## config.mk

```make
export PLATFORM = sky130hd
export DESIGN_NAME = tx_code_group_ctrl
export DESIGN_NICKNAME = d
export VERILOG_FILES = /design/src/rtl/tx_code_group_ctrl.sv
export SDC_FILE = /design/constraint.sdc
export NUM_CORES = 1
export LEC_CHECK = 0
export CAP_MARGIN = 20
export CORE_MARGIN = 3
export CORE_UTILIZATION = 47
export CTS_BUF_LIST = sky130_fd_sc_hd__clkbuf_8
export CTS_CLUSTER_SIZE = 12
export DETAILED_ROUTE_END_ITERATION = 16
export PLACE_DENSITY = 0.82
export SYNTH_ARGS = -nofsm -noshare
export SYNTH_HDL_FRONTEND = slang
export SYNTH_SLANG_ARGS = --single-unit
export TNS_END_PERCENT = 30
```

## constraint.sdc

```tcl
create_clock -name GTX_CLK -period 1.71 [get_ports GTX_CLK]
set_input_delay 0.2565 -clock GTX_CLK [delete_from_list [all_inputs] [get_ports GTX_CLK]]
set_output_delay 0.2565 -clock GTX_CLK [all_outputs]
set_load 0.05 [all_outputs]
```

## src/rtl/tx_code_group_ctrl.sv

```systemverilog
// PCS transmit code-group sequencer: turns ordered-set requests into one
// pre-encoding code-group per GTX_CLK, tracking position parity, idle disparity and alignment.
module tx_code_group_ctrl #(
    parameter int CNT_W = 16
) (
    input  logic             GTX_CLK,
    input  logic             mr_main_reset,
    input  logic [6:0]       TX_O_SET,
    input  logic [7:0]       TXD,
    input  logic             tx_disparity,
    output logic [7:0]       tx_cg,
    output logic             tx_cg_k,
    output logic             tx_even,
    output logic             TX_OSET_indicate,
    output logic             align_err,
    output logic [CNT_W-1:0] os_count
);

    localparam logic [6:0] OS_T  = 7'd1;
    localparam logic [6:0] OS_R  = 7'd2;
    localparam logic [6:0] OS_I  = 7'd3;
    localparam logic [6:0] OS_D  = 7'd4;
    localparam logic [6:0] OS_S  = 7'd5;
    localparam logic [6:0] OS_LI = 7'd7;

    localparam logic [7:0] K28_5 = 8'hBC;
    localparam logic [7:0] K27_7 = 8'hFB;
    localparam logic [7:0] K29_7 = 8'hFD;
    localparam logic [7:0] K23_7 = 8'hF7;
    localparam logic [7:0] K30_7 = 8'hFE;
    localparam logic [7:0] D5_6  = 8'hC5;
    localparam logic [7:0] D16_2 = 8'h50;

    typedef enum logic {
        SEL,
        IDLE_2ND
    } state_t;

    state_t state;
    logic   idle_sel;
    logic   idle_req;

    function automatic logic is_idle(input logic [6:0] code);
        return (code == OS_I) || (code == OS_LI);
    endfunction

    // Single-group ordered sets as {K flag, octet}; unknown codes become /V/.
    function automatic logic [8:0] single_group(input logic [6:0] code,
                                                input logic [7:0] data);
        logic [8:0] g;
        case (code)
            OS_D:    g = {1'b0, data};
            OS_S:    g = {1'b1, K27_7};
            OS_T:    g = {1'b1, K29_7};
            OS_R:    g = {1'b1, K23_7};
            default: g = {1'b1, K30_7};
        endcase
        return g;
    endfunction

    function automatic logic [CNT_W-1:0] sat_inc(input logic [CNT_W-1:0] v);
        return (&v) ? v : v + 1'b1;
    endfunction

    assign idle_req = is_idle(TX_O_SET);

    // An idle set spans two groups, so it is only consumed on its second one.
    always_comb begin
        TX_OSET_indicate = 1'b0;
        if (mr_main_reset) begin
            if (state == IDLE_2ND)
                TX_OSET_indicate = 1'b1;
            else
                TX_OSET_indicate = ~idle_req;
        end
    end

    always_ff @(posedge GTX_CLK or negedge mr_main_reset) begin
        if (!mr_main_reset) begin
            state     <= SEL;
            idle_sel  <= 1'b0;
            tx_cg     <= K28_5;
            tx_cg_k   <= 1'b1;
            tx_even   <= 1'b0;
            align_err <= 1'b0;
            os_count  <= '0;
        end else begin
            tx_even <= ~tx_even;
            if (TX_OSET_indicate)
                os_count <= sat_inc(os_count);
            case (state)
                SEL: begin
                    if (idle_req) begin
                        tx_cg    <= K28_5;
                        tx_cg_k  <= 1'b1;
                        idle_sel <= tx_disparity;
                        state    <= IDLE_2ND;
                        // tx_even=1 now means the comma lands in an odd slot.
                        if (tx_even)
                            align_err <= 1'b1;
                    end else begin
                        {tx_cg_k, tx_cg} <= single_group(TX_O_SET, TXD);
                    end
                end
                IDLE_2ND: begin
                    tx_cg   <= idle_sel ? D5_6 : D16_2;
                    tx_cg_k <= 1'b0;
                    state   <= SEL;
                end
                default: state <= SEL;
            endcase
        end
    end

endmodule

```

==> reports/qor.yml, run 1 <==
logic_synthesis:
  ys_top_cells_by_area: "dfrtp_1 42%, dfstp_2 12%, xor2_1 9.0%"
  synth_compound_area_share_pct: 10.00
  syn-cell-area_um2: 1364
  synth_cells: 119
  synth_top_area_cell: "dfrtp_1"
  synth_mux_area_share_pct: 1.927
  yosysWarnings: 0
  synth_xor_area_share_pct: 9.633
  synth_fa_ha_area_share_pct: 0.9174
  synth_top_family_by_area: "simple AND/OR/NAND/NOR gates"
  synth_top_area_share_pct: 42.20
  synth_seq_cells: 29
  synthSimpleGateAreaFrac_pct: 20.55
  synth.yosys.seq_area_share_pct: 53.76
  synth.avg_cell_area_um2: 11.46
  synth.distinct_cells: 38
  synth_fp_nets: 138
routing:
  drtIter0Drc: 28
  ant_nets: 0
  drc: 0
  vias: 1159
  wire_per_inst_um: 15.09
  drt-pass1-iter-count: 4
  viasPerCell: 5.292
  routed_wl_um: 3304
cells_and_area:
  multi_input_area_um2: 616.8
  post-route-util_pct: 78.88
  fin_nets: 207
  regArea_um2: 752.0
  syn2layout_area_growth_pct: 51.10
  final_cell_mix: "48 x buf_4, 15 x dfrtp_2, 14 x xor2_1, 13 x clkdlybuf4s50_1"
  layout_commonest_cell: "buf_4"
  fillers: 169
  diodes: 0
  drive_gt1_share_pct: 47.09
  final_area_um2: 2061
worst_setup_path:
  crit_path_end: "os_count[9]"
  worstPathArrival_ns: 1.85
  r2r-start: "os_count[1]"
  setup.worst_path.start: "os_count[1]"
  critPathRequiredTime_ns: 1.86
  crit_type: "flop to flop"
  cp-start-kind: "flop"
  reg2reg_setup_slack_ns: 0.01
  r2r_end: "os_count[9]"
  end_kind: "flop"
  crit_path_max_fanout: 6
  ff2ff_path_depth: 6
pwr:
  powerDensity_nw_per_um2: 1154
  switching_share_pct: 38.06
  switching_power_mw: 0.9052
  power.share.clock_pct: 23.6
  p_int_mw: 1.473
  p_comb_share_pct: 38.2
  seqPwrFrac_pct: 38.3
  leakagePower_nw: 0.9771
  irDropWorstVdd_v: 0.001378
clocking:
  cts_buffers: 5
  htree_levels: 2
  clock_sinks: 29
  cts_hold_buf: 0
  cts_buffer_depth: 2
  cts_tree: "done"
  clock_latency_ns: 0.28
  cts.clk_slew.worst_paths_ns: 0.06
  cts.root.buffer_cell: "clkbuf_8"
timing:
  final-hold-violation-count: 0
  finalCritPeriodShare_pct: 99.34
  relSlewSlack_pct: 71.40
  finalMaxSlewViolations: 0
  setup_viol: 0
  clock_skew_ns: 0.01129
  rsz0062_at_grt: "true"
  fin_crit_ns: 1.699
  fmax_mhz: 588.7
  worstMarginPinSlew_ns: 0.4257
  holdWs_ns: 0.4184
die:
  coreArea_um2: 2613
  die_area_um2: 3584
  die_h_um: 59.87
  num_rows: 18
  die_w_um: 59.87
  io_pins: 46
  start_util_pct: 52.20
placement:
  gp_congestion: 0.7779
  placed_cell_area_um2: 1918
  port_buffers: 45
  hpwl_um: 2501
min_path:
  worstHoldPathType: "input pin to async pin"
global_route:
  grt_max_degree: 22
  grt_util_all_layers_pct: 20.93
  grt_pass1_wl_um: 5333
  overflow: 0
  grt_pass1_vias: 1178
  grt_antenna_before_repair: 0
run_status:
  status: "complete, no violations"
run:
  max-cap-violations: 0
-- synth_stat cells --
library cell,instances
dfrtp_1,23
xor2_1,14
nor2_1,8
a21oi_1,7
nor3_1,7
dfstp_2,6
nand2_1,6
inv_1,5
nand4_1,4
nor4_1,4
nand3_1,3
nor3b_1,3
buf_2,2
nand2b_1,2
o21ai_4,2
a21o_1,1
a22o_1,1
a22oi_1,1
and3_1,1
and4_1,1
buf_6,1
clkbuf_1,1
ha_1,1
mux2_2,1
mux2_4,1
nand3b_2,1
nor2_2,1
nor2b_1,1
nor4_4,1
nor4b_1,1
o2111ai_4,1
o21ai_0,1
o22ai_1,1
o31ai_1,1
or2_1,1
or3_1,1
or4_4,1
xnor2_1,1
-- state kept, by name, summed over array words and instances, names as in the netlist --
| name | cells |
|---|---|
| os_count | 16 |
| align_err | 1 |
| tx_cg_k | 1 |
| idle_sel | 1 |
| tx_cg | 8 |
| tx_even | 1 |
| state | 1 |
-- power groups by stage --
stage | Sequential (mW) | Clock, mW | Combinational, mW
4_1_cts | 0.883 | 0.575 | 0.862
3_5_place_dp | 0.894 | 0 | 0.857
6_report | 0.910 | 0.561 | 0.907
2_1_floorplan | 1.20 | 0 | 0.201
3_3_place_gp | 0.888 | 0 | 0.835
5_1_grt | 0.920 | 0.605 | 0.962
-- how the worst min path moves through the flow --
stage / end / slack (ns) / cells after the start
3_3_place_gp: tx_even / 0.44 / 1
5_1_grt: os_count[15] / 0.43 / 2
3_5_place_dp: tx_even / 0.45 / 1
2_1_floorplan: align_err / -0.04 / 0
6_report: os_count[15] / 0.42 / 2
4_1_cts: os_count[15] / 0.42 / 2
-- metal layers --
metal / routed length, um / global-route usage (%)
met2: 1707 / 33.33
met5: 0 / 0
met3: 137 / 4.752
met1: 1382 / 25.45
met4: 76 / 12.97
-- cell type report --
type                            count  area share [%]
Multi-Input combinational cell     81           29.93
Clock buffer                        6           4.007
Clock inverter                      2          0.3643
Inverter                            5          0.9107
Tap cell                           30           1.821
Timing Repair Buffer               66           26.47
Sequential cell                    29           36.49
-- worst max-delay path: stages (launching register included) --
cell	delay (ns)
dfrtp_2	0.41
ha_4	0.18
nand3_4	0.08
nor4_4	0.46
buf_4	0.21
nor3_1	0.07
xor2_1	0.15
-- repair_timing --
item / in CTS / in global routing
pin swaps: 2 / 3
endpoints found under the hold margin: 0 / 0
setup endpoints to repair: 2 / 10
gates resized for setup: 5 / 4
buffers inserted: 2 / 2
-- cell families after synthesis --
group	count (synthesis)
flip-flops	29
multiplexers	2
AND/OR/NAND/NOR	47
XOR/XNOR	15
adder cells (fa/ha/maj)	1
buffers and inverters	9
AO/OA/AOI/OAI	16
-- stage by stage --
step | setup slack [ns] | std cells | setup TNS [ns] | total power, mW
2_1_floorplan | 0.002104 | 119 | 0 | 1.405
3_3_place_gp | -0.2542 | 207 | -4.999 | 1.723
3_5_place_dp | -0.2987 | 207 | -5.554 | 1.752
4_1_cts | -0.0003766 | 217 | -0.0003766 | 2.321
5_1_grt | -0.05280 | 219 | -0.2619 | 2.487
6_report | 0.01130 | 219 | 0 | 2.378
Power figures use the tool's default switching activity.
==> run 2: changes to the inputs <==
--- a/config.mk
+++ b/config.mk
@@ -9,7 +9,7 @@
 export CORE_MARGIN = 3
 export CORE_UTILIZATION = 47
 export CTS_BUF_LIST = sky130_fd_sc_hd__clkbuf_8
-export CTS_CLUSTER_SIZE = 12
+export CTS_CLUSTER_SIZE = 30
 export DETAILED_ROUTE_END_ITERATION = 16
 export PLACE_DENSITY = 0.82
 export SYNTH_ARGS = -nofsm -noshare
==> results of run 2 <==
Same layout as run 1: the final DEF is identical, and so are final timing and power.
